**src/rtl/mem_port_arbiter_if.sv**
```systemverilog
// Bus bundle between the pipeline front-ends, the memory port arbiter and the unified memory.
// master: arbiter view; slave: pipeline/memory view.
interface mem_port_arbiter_if #(
    parameter int AW = 32,
    parameter int DW = 32
);
    logic          if_req;
    logic [AW-1:0] if_addr;
    logic [DW-1:0] if_rdata;
    logic          if_ready;
    logic          if_stall;
    logic [1:0]    d_sig;
    logic [AW-1:0] d_addr;
    logic [DW-1:0] d_wdata;
    logic [DW-1:0] d_rdata;
    logic          d_ready;
    logic          stall_out;
    logic          m_en;
    logic          m_we;
    logic [AW-1:0] m_addr;
    logic [DW-1:0] m_wdata;
    logic [DW-1:0] m_rdata;

    modport master (
        input  if_req, if_addr, d_sig, d_addr, d_wdata, m_rdata,
        output if_rdata, if_ready, if_stall, d_rdata, d_ready, stall_out,
               m_en, m_we, m_addr, m_wdata
    );

    modport slave (
        output if_req, if_addr, d_sig, d_addr, d_wdata, m_rdata,
        input  if_rdata, if_ready, if_stall, d_rdata, d_ready, stall_out,
               m_en, m_we, m_addr, m_wdata
    );
endinterface

```
**src/rtl/mem_port_arbiter.sv**
```systemverilog
// Arbitrates one fixed-latency single-ported memory between instruction fetch and the MEM stage.
// Optional stall performance counters are built when MEM_ARB_PERF_EN is defined.
module mem_port_arbiter #(
    parameter int MEM_LAT = 2,
    parameter int AW      = 32,
    parameter int DW      = 32
) (
    input  logic        clk,
    input  logic        rst,
`ifdef MEM_ARB_PERF_EN
    output logic [31:0] perf_dstall,
    output logic [31:0] perf_istall,
`endif
    mem_port_arbiter_if.master bus
);
    localparam int CW = $clog2(MEM_LAT + 1);

    typedef enum logic [2:0] {IDLE, D_WAIT, I_WAIT, D_DONE, I_DONE} state_t;

    state_t        state_q, state_d;
    logic [CW-1:0] cnt_q, cnt_d;
    logic          m_en_q, m_en_d;
    logic          m_we_q, m_we_d;
    logic [AW-1:0] m_addr_q, m_addr_d;
    logic [DW-1:0] m_wdata_q, m_wdata_d;
    logic          d_ready_q, d_ready_d;
    logic          if_ready_q, if_ready_d;
    logic [DW-1:0] d_rdata_q, d_rdata_d;
    logic [DW-1:0] if_rdata_q, if_rdata_d;
    logic          stall_w, if_stall_w;

    always_ff @(posedge clk or posedge rst) begin
        if (rst) begin
            state_q    <= IDLE;
            cnt_q      <= '0;
            m_en_q     <= 1'b0;
            m_we_q     <= 1'b0;
            m_addr_q   <= '0;
            m_wdata_q  <= '0;
            d_ready_q  <= 1'b0;
            if_ready_q <= 1'b0;
            d_rdata_q  <= '0;
            if_rdata_q <= '0;
        end else begin
            state_q    <= state_d;
            cnt_q      <= cnt_d;
            m_en_q     <= m_en_d;
            m_we_q     <= m_we_d;
            m_addr_q   <= m_addr_d;
            m_wdata_q  <= m_wdata_d;
            d_ready_q  <= d_ready_d;
            if_ready_q <= if_ready_d;
            d_rdata_q  <= d_rdata_d;
            if_rdata_q <= if_rdata_d;
        end
    end

    always_comb begin
        state_d    = state_q;
        cnt_d      = cnt_q;
        m_en_d     = 1'b0;
        m_we_d     = m_we_q;
        m_addr_d   = m_addr_q;
        m_wdata_d  = m_wdata_q;
        d_ready_d  = 1'b0;
        if_ready_d = 1'b0;
        d_rdata_d  = d_rdata_q;
        if_rdata_d = if_rdata_q;
        case (state_q)
            IDLE: begin
                // The MEM-stage access belongs to the older instruction, so it wins.
                if (bus.d_sig != 2'b00) begin
                    state_d   = D_WAIT;
                    cnt_d     = CW'(MEM_LAT);
                    m_en_d    = 1'b1;
                    m_we_d    = bus.d_sig[0];
                    m_addr_d  = bus.d_addr;
                    m_wdata_d = bus.d_wdata;
                end else if (bus.if_req) begin
                    state_d  = I_WAIT;
                    cnt_d    = CW'(MEM_LAT);
                    m_en_d   = 1'b1;
                    m_we_d   = 1'b0;
                    m_addr_d = bus.if_addr;
                end
            end
            D_WAIT: begin
                if (cnt_q == '0) begin
                    state_d   = D_DONE;
                    d_ready_d = 1'b1;
                    if (!m_we_q) d_rdata_d = bus.m_rdata;
                end else begin
                    cnt_d = cnt_q - CW'(1);
                end
            end
            I_WAIT: begin
                if (cnt_q == '0) begin
                    state_d    = I_DONE;
                    if_ready_d = 1'b1;
                    if_rdata_d = bus.m_rdata;
                end else begin
                    cnt_d = cnt_q - CW'(1);
                end
            end
            // One pulse cycle without arbitration keeps the finished request from re-issuing.
            D_DONE, I_DONE: state_d = IDLE;
            default:        state_d = IDLE;
        endcase
    end

    assign stall_w    = ~rst & (bus.d_sig != 2'b00) & ~d_ready_q;
    assign if_stall_w = stall_w | (~rst & bus.if_req & ~if_ready_q);

    assign bus.stall_out = stall_w;
    assign bus.if_stall  = if_stall_w;
    assign bus.m_en      = m_en_q;
    assign bus.m_we      = m_we_q;
    assign bus.m_addr    = m_addr_q;
    assign bus.m_wdata   = m_wdata_q;
    assign bus.d_ready   = d_ready_q;
    assign bus.if_ready  = if_ready_q;
    assign bus.d_rdata   = d_rdata_q;
    assign bus.if_rdata  = if_rdata_q;

`ifdef MEM_ARB_PERF_EN
    logic [31:0] perf_dstall_q, perf_dstall_d;
    logic [31:0] perf_istall_q, perf_istall_d;

    always_ff @(posedge clk or posedge rst) begin
        if (rst) begin
            perf_dstall_q <= '0;
            perf_istall_q <= '0;
        end else begin
            perf_dstall_q <= perf_dstall_d;
            perf_istall_q <= perf_istall_d;
        end
    end

    // Saturating counts; fetch-only stalls are those not already caused by the MEM stage.
    always_comb begin
        perf_dstall_d = perf_dstall_q;
        perf_istall_d = perf_istall_q;
        if (stall_w && perf_dstall_q != 32'hFFFF_FFFF)
            perf_dstall_d = perf_dstall_q + 32'd1;
        if (if_stall_w && !stall_w && perf_istall_q != 32'hFFFF_FFFF)
            perf_istall_d = perf_istall_q + 32'd1;
    end

    assign perf_dstall = perf_dstall_q;
    assign perf_istall = perf_istall_q;
`endif
endmodule
```
**src/flat_wrapper.sv**
```systemverilog
// flat-port wrapper written by rule: the top's interface ports become plain ports
module mem_port_arbiter_flat 
#(
    parameter int MEM_LAT = 2,
    parameter int AW      = 32,
    parameter int DW      = 32
)
  (clk, rst, bus_if_req, bus_if_addr, bus_d_sig, bus_d_addr, bus_d_wdata, bus_m_rdata, bus_if_rdata, bus_if_ready, bus_if_stall, bus_d_rdata, bus_d_ready, bus_stall_out, bus_m_en, bus_m_we, bus_m_addr, bus_m_wdata);
  mem_port_arbiter_if #(.AW(AW), .DW(DW)) bus_i ();
  input  logic clk;
  input  logic rst;
  input wire logic [$bits(bus_i.if_req)-1:0] bus_if_req;
  input wire logic [$bits(bus_i.if_addr)-1:0] bus_if_addr;
  input wire logic [$bits(bus_i.d_sig)-1:0] bus_d_sig;
  input wire logic [$bits(bus_i.d_addr)-1:0] bus_d_addr;
  input wire logic [$bits(bus_i.d_wdata)-1:0] bus_d_wdata;
  input wire logic [$bits(bus_i.m_rdata)-1:0] bus_m_rdata;
  output wire logic [$bits(bus_i.if_rdata)-1:0] bus_if_rdata;
  output wire logic [$bits(bus_i.if_ready)-1:0] bus_if_ready;
  output wire logic [$bits(bus_i.if_stall)-1:0] bus_if_stall;
  output wire logic [$bits(bus_i.d_rdata)-1:0] bus_d_rdata;
  output wire logic [$bits(bus_i.d_ready)-1:0] bus_d_ready;
  output wire logic [$bits(bus_i.stall_out)-1:0] bus_stall_out;
  output wire logic [$bits(bus_i.m_en)-1:0] bus_m_en;
  output wire logic [$bits(bus_i.m_we)-1:0] bus_m_we;
  output wire logic [$bits(bus_i.m_addr)-1:0] bus_m_addr;
  output wire logic [$bits(bus_i.m_wdata)-1:0] bus_m_wdata;
  assign bus_i.if_req = bus_if_req;
  assign bus_i.if_addr = bus_if_addr;
  assign bus_i.d_sig = bus_d_sig;
  assign bus_i.d_addr = bus_d_addr;
  assign bus_i.d_wdata = bus_d_wdata;
  assign bus_i.m_rdata = bus_m_rdata;
  assign bus_if_rdata = bus_i.if_rdata;
  assign bus_if_ready = bus_i.if_ready;
  assign bus_if_stall = bus_i.if_stall;
  assign bus_d_rdata = bus_i.d_rdata;
  assign bus_d_ready = bus_i.d_ready;
  assign bus_stall_out = bus_i.stall_out;
  assign bus_m_en = bus_i.m_en;
  assign bus_m_we = bus_i.m_we;
  assign bus_m_addr = bus_i.m_addr;
  assign bus_m_wdata = bus_i.m_wdata;
  mem_port_arbiter #(.MEM_LAT(MEM_LAT), .AW(AW), .DW(DW)) u_core (.clk(clk), .rst(rst), .bus(bus_i));
endmodule
```
**config.mk**
```make
export PLATFORM = sky130hd
export DESIGN_NAME = mem_port_arbiter_flat
export DESIGN_NICKNAME = d
export VERILOG_FILES = /design/src/rtl/mem_port_arbiter_if.sv /design/src/rtl/mem_port_arbiter.sv /design/src/flat_wrapper.sv
export SDC_FILE = /design/constraint.sdc
export NUM_CORES = 1
export LEC_CHECK = 0
export CORE_ASPECT_RATIO = 0.7
export CORE_MARGIN = 4
export CORE_UTILIZATION = 42
export DETAILED_ROUTE_END_ITERATION = 10
export PLACE_DENSITY = 0.85
export SYNTH_ARGS = -nofsm -noshare
export SYNTH_HDL_FRONTEND = slang
export SYNTH_SLANG_ARGS = --single-unit
```
**constraint.sdc**
```tcl
create_clock -name clk -period 7.15 [get_ports clk]
set_input_delay 1.43 -clock clk [delete_from_list [all_inputs] [get_ports clk]]
set_output_delay 1.43 -clock clk [all_outputs]
set_load 0.03 [all_outputs]
```
Word level (Yosys, flattened, before mapping)
Index checks and enable logic that the tools add are counted.
W data, S select, Z words.

storage, ports and cells
  bits in registers = 137
  output and inout port bits = 134
  word-level logic and storage cells = 57
  input bits = 133

cells by class
  mux-type cells = 19
  reduce and logical (&&, ||, !) cells = 12
  add/sub/neg operators = 1
  bitwise operators = 9
  equality and inequality tests = 6

operator list
  cell                   count
  $mux W32               2
  $mux W3                4
  $pmux W3 S3            1
  $reduce_and A3 Y1      3
  $mux W1                8
  $mux W2                3
  $reduce_and A2 Y1      3
  $reduce_bool A2 Y1     3
  $and A1 B1 Y1          4
  $ne A2 B1 Y1 const B   2
  $not A1 Y1             4
  $pmux W2 S2            1
  $eq A3 B1 Y1 const B   1
  $eq A3 B2 Y1 const B   1
  $logic_not A3 Y1       1
  $ne A3 B2 Y1 const B   1
  $logic_not A2 Y1       1
  $ne A2 B2 Y1 const B   1
  $reduce_or A2 Y1       1
  $sub A2 B1 Y2 const B  1
  $or A1 B1 Y1           1

Depth between registers and ports, before layout
Gate-level depths: netlist of the first run.

  depth in word-level cells = 4
  gate-level depth with buffers = 6

Least setup slack after synthesis of the first run
No wires, ideal clock.

  path type = input-to-output
  start point = in rst
  end point = out bus_if_stall
  path buffers = 0
  data arrival time = 4.839 ns
  cell stages on the path = 2
  slack = 0.881 ns
  path through = inv_1 and2_1

between the ends
  word-level cells in the longest chain between the ends = 4
  elaborated cells between the ends (all ways) = 6
  those cells by class = bitwise (6)

ends and longest elaborated chain
  element                                        RTL line                                          source
  from (decl)                                    flat_wrapper.sv:11                                input logic rst;
  $not A1 Y1 *                                   mem_port_arbiter.sv:111, mem_port_arbiter.sv:112
  $and A1 B1 Y1 (on tied branches) (2 in a row)  mem_port_arbiter.sv:111, mem_port_arbiter.sv:112
  $or A1 B1 Y1 *                                 mem_port_arbiter.sv:112                           assign if_stall_w = stall_w | (~rst & bus.if_req & ~if_ready_q);
  to (decl)                                      flat_wrapper.sv:20                                output wire logic [$bits(bus_i.if_stall)-1:0] bus_if_stall;

Mark *: on every way between the ends. The rest lies on a longest branch, timed or not.

Worst setup path in the final report of the first run
Ends and elaborated chain as after synthesis.

==> key figures, run 1 <==
Outcome
  – Status: complete, no violations

Route
  – Routed Antenna Nets: 0
  – Post-DR vias/cell: slightly below 5
  – Wire per inst: 18.27 um
  – Post-Route WL: 15.09 mm
  – DRT Pass-1 Iters: 4
  – Iter 0 DRT Violations: 175
  – Drc violations: 0
  – DR vias: 4008

Placement
  – Hpwl dp: ~11 mm
  – IO buf count: 266
  – Final Wtd Congestion: 0.8046
  – Placed cells: 794
  – Placement Cell Area: 8643 sq um

Layout
  – Fillers: 959
  – Area growth from synthesis to layout: 57.04%
  – Finished Cell Area: 9263 sq um
  – Reg area: between 3000 and 4000 sq um
  – Final Non-Filler Cells: 826
  – Number of antenna diodes: 0
  – Layout cells sized above 1: 0.2917
  – Final #Nets: 762
  – Final Core Density: 0.6890
  – Most frequent cells in the layout: clkdlybuf4s50_1 (266), dfrtp_1 (137), mux2_2 (87), mux2_4 (58), clkbuf_16 (17)
  – Most common cell after layout, fill and taps aside: clkdlybuf4s50_1
  – Footprint of the multi-input gates: 2267 sq um

Clock tree
  – Root Driver: clkbuf_16
  – Max clock buf depth: 2
  – CTS Hold Bufs: 0
  – Clock latency on the worst-skew pair: 0.40 ns
  – Postcts setup bufs: 0
  – Number of CTS-inserted buffers: 17
  – H-tree Lvls: 4
  – TritonCTS clock tree: built
  – CTS Sinks: 137
  – Clk slew on worst S/H paths: 0.06 ns
  – Resized Gates After CTS: 0

STA
  – Pin slew with the least headroom to its limit: 1.057 ns
  – Final Hold Vio Count: 0
  – Pins Over Slew Limit: 0
  – Crit share post-route: 0.6785
  – Final TNS setup: 0 ns
  – Min Tclk post-route: ~4.9 ns
  – RSZ-0062 raised after global routing: false
  – Fmax: around 200 MHz
  – Relative slew slack: 0.2955
  – # setup viols final: 0
  – Post-Route Skew: 0.009343 ns

Power
  – Overall power: 0.004777 W
  – Sw Ratio: 0.3803
  – Leak: 4.044 nW
  – Comb pwr share: 0.520
  – Switching pwr: between 0.0015 and 0.002 W
  – Internal power consumption: 0.002960 W
  – P per Cell Area: 515.8 nW/um^2
  – Clk pwr share: 0.190
  – Sequential power share: 0.291
  – Worst VDD drop: 294.0 uV

Floorplan
  – Die H: 107.1 um
  – Chip Width: 149.6 um
  – Die ar.: 16030 sq um
  – Number of top-level pins: 267
  – # rows: 35
  – Core Area: 13440 sq um
  – Starting density of the core: 0.4387

Worst setup path
  – Top cell by count, worst path: clkdlybuf4s50_1
  – Critical Path Max Stage Delay: 0.67 ns
  – Crit end category: output port
  – Startpoint types: input pin
  – CP Class: input pin to output port
  – Crit path cell chain: clkdlybuf4s50_1 > inv_6 > and2_1 > clkdlybuf4s50_1
  – Worst endpoint required time: 5.72 ns
  – Worst-path fanout max: 90
  – Top delay family on crit path: buffers and inverters
  – Worst Path Arrival: 3.42 ns
  – Slowest cell on the critical path: clkdlybuf4s50_1
  – Bufs and invs on worst path: 3

Flow run
  – Max cap viols: 0

Hold path
  – Worst min path class: register to register

Synth
  – Cells after Synth: ~360
  – Seq/Total Area, Yosys: 0.5812
  – Post-synth EDFFs: 0
  – #FFs+latches synth: 137
  – Synth warn: 0
  – Post-synth cell types: 29
  – Synth Area per Inst: 16.48 sq um
  – Top FF cell, synth: dfrtp_1
  – Netlist Area Pre-Place: 5898 sq um
  – Post-Syn Nets: roughly 490
  – Ys async rst share: 1.000

GRT
  – Gr ovfl total: 0
  – First-pass GRT wire length: 23.72 mm
  – Initial antenna violation count: 0
  – Largest net degree at the start of global routing: 91
  – Total GRT Usage: 0.1892
  – Vias in the first global route: 4444
[power groups by stage]
stage	combinational (W)	clock (W)	sequential, W
final	0.00248	0.000906	0.00139
after global routing	0.00260	0.000959	0.00144
after CTS	0.00251	0.000925	0.00139
after detailed placement	0.00250	0	0.00139
after global placement	0.00246	0	0.00137
after floorplan	0.000817	0	0.00211
[metrics by stage]
stage	setup WS, ns	hold slack (ns)
2_1_floorplan	0.8805	0.5289
3_3_place_gp	2.272	0.4677
6_report	2.298	0.4847
3_5_place_dp	2.218	0.4746
4_1_cts	2.220	0.4879
5_1_grt	2.106	0.4983
[flip-flops by register name (all words and copies together) (netlist names), 2 cells and up]
name and count:
u_core.bus.if_rdata 32, u_core.bus.m_wdata 32, u_core.bus.m_addr 32, u_core.state_q 3, u_core.cnt_q 2, u_core.bus.d_rdata 32
[per-layer routing]
| metal | vias to the layer above | track usage | wire length [um] | part of all wire |
|---|---|---|---|---|
| li1 | 1823 | - | - | - |
| met1 | 2019 | 0.2282 | 6116 | 0.41 |
| met2 | 150 | 0.3210 | 7521 | 0.50 |
| met3 | 16 | 0.06126 | 1212 | 0.080 |
| met4 | 0 | 0.06466 | 237 | 0.016 |
| met5 | - | 0 | 0 | 0 |
[logic make-up after synthesis]
| logic type | Yosys count | synth area share |
|---|---|---|
| adder cells (fa/ha/maj) | 1 | 0.002121 |
| multiplexers | 161 | 0.3443 |
| AND/OR/NAND/NOR | 23 | 0.02397 |
| flip-flops | 137 | 0.5812 |
| buffers and inverters | 25 | 0.03691 |
| AO/OA/AOI/OAI | 11 | 0.01146 |
[worst reg2reg max path, stage by stage (launching register included)]
cell and delay, ns:
dfrtp_1 0.40, inv_1 0.12, ha_1 0.31, nand2b_1 0.22, nor2_4 0.83, mux2_2 0.45
[final cells by class]
class,instances,share of cell area
repair buffers,269,0.2899
inverters,7,0.003377
clock inverters,13,0.01797
clock buffers,19,0.04890
well taps,185,0.02499
multi-input cells,196,0.2448
flip-flops and latches,137,0.3701
[worst paths after layout]
check                                             startpoint                                  end  slack [ns]  cells past startpoint
setup / recovery                                         rst                         bus_if_stall        2.30                      4
hold reg to reg            u_core.bus.d_rdata[2]$_DFFE_PP0P_    u_core.bus.d_rdata[2]$_DFFE_PP0P_        0.48                      1
min in group asynchronous                                rst          u_core.bus.m_we$_DFFE_PP0P_        1.61                      2
max in group asynchronous                                rst   u_core.bus.d_rdata[23]$_DFFE_PP0P_        4.40                      3
setup reg to reg                 u_core.cnt_q[0]$_DFFE_PP0P_  u_core.bus.if_rdata[16]$_DFFE_PP0P_        4.70                      5
hold / removal             u_core.bus.d_rdata[2]$_DFFE_PP0P_    u_core.bus.d_rdata[2]$_DFFE_PP0P_        0.48                      1
[Yosys cell counts, drive strengths merged (2+ instances only)]
| master | count | area share |
|---|---|---|
| buf | 18 | 0.032 |
| a21oi | 3 | 0.0025 |
| or4 | 2 | 0.0025 |
| nor2 | 6 | 0.0042 |
| nor3 | 4 | 0.0053 |
| nand2 | 2 | 0.0013 |
| and2 | 2 | 0.0021 |
| o21ai | 3 | 0.0025 |
| inv | 7 | 0.0045 |
| mux2 | 161 | 0.34 |
| dfrtp | 137 | 0.58 |
| nand2b | 2 | 0.0021 |
Note: power is estimated with default switching activity, not from simulation.
==> run 2, diff against run 1 <==
Clock period 7.15 ns to 4.8 ns, I/O delays scaled along.
==> run 2 against run 1 <==
Effect of this change:
- global-route usage rose by 0.35 points
- via count fell by 1.3%
- clock-buffer cell count did not move
- non-clock buffer count rose by 1
- die area did not move
- flip-flop and latch count did not move
==> key figures, run 2 (synthesized netlist as in run 1, its figures left out) <==
Layout
  – Layout cells sized above 1: 0.2913
  – Most common cell after layout, fill and taps aside: clkdlybuf4s50_1
  – Most frequent cells in the layout: clkdlybuf4s50_1 (266), dfrtp_1 (137), mux2_2 (87), mux2_4 (58), clkbuf_16 (17)
  – Number of antenna diodes: 0
  – Finished Cell Area: 9225 sq um
  – Area growth from synthesis to layout: 56.41%
  – Final Core Density: 0.6862
  – Final #Nets: 763

Floorplan
  – Number of top-level pins: 267
  – # rows: 35
  – Core Area: 13440 sq um
  – Die ar.: 16030 sq um
  – Chip Width: 149.6 um
  – Die H: approximately 110 um
  – Starting density of the core: 0.4387

Power
  – Sw Ratio: 0.3893
  – Switching pwr: 0.002741 W
  – Internal power consumption: around 0.0043 W
  – Clk pwr share: 0.179
  – Leak: 4.017 nW
  – Sequential power share: 0.294
  – Overall power: 0.007041 W
  – P per Cell Area: 763.2 nW/um^2
  – Comb pwr share: 0.527
  – Worst VDD drop: around 390 uV

Clock tree
  – Postcts setup bufs: 0
  – Max clock buf depth: 2
  – Clk slew on worst S/H paths: 0.05 ns
  – CTS Sinks: 137
  – Number of CTS-inserted buffers: 17
  – H-tree Lvls: 4
  – CTS Hold Bufs: 0
  – TritonCTS clock tree: built
  – Clock latency on the worst-skew pair: around 0.40 ns
  – Resized Gates After CTS: 0
  – Root Driver: clkbuf_16

STA
  – # setup viols final: 0
  – Min Tclk post-route: 3.705 ns
  – Relative slew slack: 0.2805
  – RSZ-0062 raised after global routing: false
  – Post-Route Skew: roughly 0.011 ns
  – Pin slew with the least headroom to its limit: about 1.1 ns
  – Pins Over Slew Limit: 0
  – Final Hold Vio Count: 0
  – Fmax: between 200 and 300 MHz
  – Crit share post-route: 0.7719
  – Final TNS setup: 0 ns
  – Final setup margin: 1.095 ns

Placement
  – IO buf count: 266
  – Placement Cell Area: 8650 sq um
  – Final Wtd Congestion: 0.7730
  – Hpwl dp: ~12 mm
  – Dpl ws: 1.099 ns

Worst setup path
  – Worst endpoint required time: around 3.8 ns
  – Worst Path Arrival: 2.75 ns
  – CP Class: input pin to output port
  – Startpoint types: input pin
  – Crit end category: output port
  – Worst-path fanout max: 35

Flow run
  – Max cap viols: 0

GRT
  – Total GRT Usage: 0.1927
  – Gr ovfl total: 0
  – First-pass GRT wire length: 24.42 mm
  – Largest net degree at the start of global routing: 86
  – Vias in the first global route: between 4000 and 5000
  – Initial antenna violation count: 0

Route
  – Post-Route WL: 15.53 mm
  – Routed Antenna Nets: 0
  – Wire per inst: about 19 um
  – DR vias: 3956
  – DRT Pass-1 Iters: 4
  – Post-DR vias/cell: 4.784
  – Drc violations: 0
  – Iter 0 DRT Violations: 81

Hold path
  – Worst min path class: register to register

Outcome
  – Status: complete, no violations
==> run 2: per-stage QoR <==
step                cells  hold WS [ns]
floorplan             358        0.5289
finish                827        0.4821
CTS                   827        0.4862
global route          827        0.4994
detailed placement    795        0.4741
global placement      795        0.4664
==> run 2: layout make-up <==
| type | instances | area [sq um] |
|---|---|---|
| fill | 954 | 4219 |
| sequential | 137 | 3428 |
| timing repair buffer | 270 | 2693 |
| multi-input combinational | 196 | 2267 |
| clock buffer | 19 | 442.9 |
| tap | 185 | 231.5 |
| clock inverter | 13 | 132.6 |
| inverter | 7 | 30.03 |
==> run 2: path summary, 6_finish.rpt <==
path | start | end | slack [ns] | cells past startpoint
setup / recovery | bus_d_sig[0] | bus_stall_out | 1.09 | 5
min in group asynchronous | rst | u_core.bus.m_we$_DFFE_PP0P_ | 1.36 | 3
max in group asynchronous | rst | u_core.bus.m_wdata[24]$_DFFE_PP0P_ | 2.14 | 4
hold reg to reg | u_core.bus.d_rdata[1]$_DFFE_PP0P_ | u_core.bus.d_rdata[1]$_DFFE_PP0P_ | 0.48 | 1
setup reg to reg | u_core.cnt_q[0]$_DFFE_PP0P_ | u_core.bus.if_rdata[7]$_DFFE_PP0P_ | 2.33 | 5
hold / removal | u_core.bus.d_rdata[1]$_DFFE_PP0P_ | u_core.bus.d_rdata[1]$_DFFE_PP0P_ | 0.48 | 1
==> run 2: power groups by stage <==
stage,logic [W],registers [W],clock network (W)
floorplan,0.00122,0.00314,0
global placement,0.00366,0.00205,0
detailed placement,0.00373,0.00208,0
CTS,0.00375,0.00207,0.00129
global route,0.00388,0.00215,0.00134
finish,0.00371,0.00207,0.00126
==> run 2: per-layer routing <==
| layer | share of wire | vias up | global-route usage |
|---|---|---|---|
| met1 | 0.40 | 1977 | 0.2313 |
| met2 | 0.51 | 149 | 0.3342 |
| met3 | 0.078 | 16 | 0.06210 |
| met4 | 0.015 | 0 | 0.05421 |
| met5 | 0 | - | 0 |
| li1 | - | 1814 | - |
==> run 2: critical path, stage by stage <==
cell	delay [ns]
clkdlybuf4s50_1	0.59
nor2_4	0.05
buf_4	0.27
nor3_1	0.18
clkdlybuf4s50_1	0.70
==> run 3, diff against run 2 <==
Settings changed: CORE_UTILIZATION 42 to 38, PLACE_DENSITY 0.85 to 0.81.
Clock period 4.8 ns to 3.2 ns, I/O delays scaled along.
==> run 3 against run 2 <==
Effect of this change:
- via count grew 1.6%
- clock skew is 0.0030 ns lower
- core utilization down 6.5 points
- first-iteration DRC count grew 85%
- die area rose by 9.8%
- sequential share of layout area decreased by 0.27 points
- flip-flop and latch count unchanged
- critical path type unchanged
- critical endpoint is now bus_if_stall
- largest cell class unchanged
- highest routed layer unchanged
==> key figures, run 3 (synthesized netlist as in run 1, its figures left out) <==
Outcome
  – Status: complete, no violations

Hold path
  – Hold Startpoint: u_core.bus.d_rdata[28]$_DFFE_PP0P_
  – Worst hold endpoint: u_core.bus.d_rdata[28]$_DFFE_PP0P_
  – Worst Hold Depth: 1
  – Worst min path class: register to register

Layout
  – Reg area: 3428 sq um
  – Footprint of the multi-input gates: 2262 sq um
  – Final Non-Filler Cells: 840
  – Area growth from synthesis to layout: 57.55%
  – Fillers: 1104
  – Finished Cell Area: 9293 sq um
  – Number of antenna diodes: 0
  – Most common cell after layout, fill and taps aside: clkdlybuf4s50_1
  – Most frequent cells in the layout: clkdlybuf4s50_1 (266), dfrtp_1 (137), mux2_2 (87), mux2_4 (58), clkbuf_16 (17)
  – Layout cells sized above 1: 0.2946
  – Final #Nets: 766

Clock tree
  – TritonCTS clock tree: built
  – Clk slew on worst S/H paths: approximately 0.060 ns
  – Max clock buf depth: 2
  – Number of CTS-inserted buffers: 17
  – CTS Hold Bufs: 0
  – Postcts setup bufs: 0
  – Resized Gates After CTS: 0
  – Clock latency on the worst-skew pair: ~0.40 ns
  – CTS Sinks: 137
  – H-tree Lvls: 4
  – Root Driver: clkbuf_16

Worst setup path
  – Top cell by count, worst path: clkdlybuf4s50_1
  – CP Class: input pin to output port
  – Reg2Reg Depth: 6
  – Worst Path Arrival: around 2.2 ns
  – Crit path cell chain: clkdlybuf4s50_1 > nor2_2 > o22ai_1 > and2_1 > clkdlybuf4s50_1
  – Bufs and invs on worst path: 2
  – Startpoint types: input pin
  – Slowest cell on the critical path: clkdlybuf4s50_1
  – Top delay family on crit path: buffers and inverters
  – Crit end category: output port
  – Worst endpoint required time: 2.56 ns
  – R2r startpoint: u_core.cnt_q[0]$_DFFE_PP0P_
  – R2r setup slk: between 1 and 1.5 ns
  – Worst-path fanout max: 4
  – Critical Path Max Stage Delay: roughly 0.67 ns
  – Reg2reg end: u_core.bus.if_rdata[14]$_DFFE_PP0P_

Placement
  – Hpwl dp: 11.31 mm
  – Placement Cell Area: 8692 sq um
  – Final Wtd Congestion: 0.8117
  – Placed cells: 808
  – IO buf count: 266

GRT
  – Total GRT Usage: 0.1753
  – First-pass GRT wire length: 24.50 mm
  – Largest net degree at the start of global routing: 83
  – Vias in the first global route: 4616
  – Gr ovfl total: 0
  – Initial antenna violation count: 0

Floorplan
  – Number of top-level pins: ~270
  – Starting density of the core: 0.3944
  – Die H: 112.2 um
  – Core Area: 14950 sq um
  – Chip Width: 156.9 um
  – Die ar.: between 15000 and 20000 sq um
  – # rows: 37

Flow run
  – Max cap viols: 0

Route
  – Iter 0 DRT Violations: 150
  – DR vias: 4020
  – Post-Route WL: 15.42 mm
  – Wire per inst: ~18 um
  – DRT Pass-1 Iters: 4
  – Post-DR vias/cell: about 4.8
  – Routed Antenna Nets: 0
  – Drc violations: 0

Power
  – Internal power consumption: between 0.006 and 0.007 W
  – P per Cell Area: 1147 nW/um^2
  – Sw Ratio: 0.3832
  – Comb pwr share: 0.520
  – Leak: just over 4 nW
  – Clk pwr share: 0.187
  – Sequential power share: 0.294
  – Overall power: 0.01066 W
  – Switching pwr: 0.004085 W
  – Worst VDD drop: 594.1 uV

STA
  – Fmax: about 360 MHz
  – Post-Route Skew: approximately 0.0076 ns
  – Relative slew slack: 0.3122
  – Min Tclk post-route: between 2 and 3 ns
  – Final Hold Vio Count: 0
  – Crit share post-route: 0.8793
  – Pin slew with the least headroom to its limit: 1.032 ns
  – Worst hold margin: 0.4856 ns
  – Final TNS setup: 0 ns
  – Pins Over Slew Limit: 0
  – # setup viols final: 0
  – RSZ-0062 raised after global routing: false
==> run 3: cell types whose count changed in the layout (fill, tap and decap cells not counted), sizes merged <==
cell	previous run	this run
clkinvlp	5	4
bufinv	1	3
clkbuf	19	18
clkinv	2	5
inv	12	9
buf	4	7
==> run 3: power by group through the flow <==
stage	Sequential (W)	Clock, W	Combinational [W]
finish	0.00313	0.00199	0.00554
global route	0.00324	0.00212	0.00579
CTS	0.00313	0.00205	0.00560
detailed placement	0.00314	0	0.00559
global placement	0.00309	0	0.00551
floorplan	0.00471	0	0.00183
==> run 3: layout make-up <==
| class | instances | share of cell area |
|---|---|---|
| clock buffers | 18 | 0.04618 |
| multi-input cells | 196 | 0.2434 |
| inverters | 7 | 0.003231 |
| clock inverters | 14 | 0.01845 |
| well taps | 195 | 0.02626 |
| repair buffers | 273 | 0.2935 |
| flip-flops and latches | 137 | 0.3689 |
==> run 3: worst reg2reg max path: cells and delay by family, from the launching register on <==
| kind | cells | cell delay (ns) |
|---|---|---|
| adders and majority gates | 1 | 0.31 |
| buffers and inverters | 2 | 0.54 |
| DFF | 1 | 0.40 |
| muxes | 1 | 0.41 |
| and+or+nand+nor | 2 | 0.36 |
==> run 3: metrics by stage <==
stage / worst slack, ns / utilization
finish: 0.3862 / 0.6215
global route: 0.3403 / 0.6215
CTS: 0.3917 / 0.6215
detailed placement: 0.3593 / 0.5813
global placement: 0.4212 / 0.5813
floorplan: -0.6078 / -
==> run 3: worst max path at each step <==
stage                     depth (start not counted)    startpoint                            to
after floorplan                                   2           rst                  bus_if_stall
after global placement                            5    bus_if_req                  bus_if_stall
after detailed placement                          4           rst  u_core.bus.d_ready$_DFF_PP0_
after CTS                                         5  bus_d_sig[0]                  bus_if_stall
after global routing                              5  bus_d_sig[0]                  bus_if_stall
final                                             5  bus_d_sig[0]                  bus_if_stall
==> run 3: per-layer routing <==
metal / share of wire / routed length, um / track usage / vias up
li1: - / - / - / 1817
met1: 0.41 / 6373 / 0.2128 / 2032
met2: 0.50 / 7753 / 0.2994 / 154
met3: 0.070 / 1082 / 0.05626 / 17
met4: 0.014 / 213 / 0.05145 / 0
met5: 0 / 0 / 0 / -
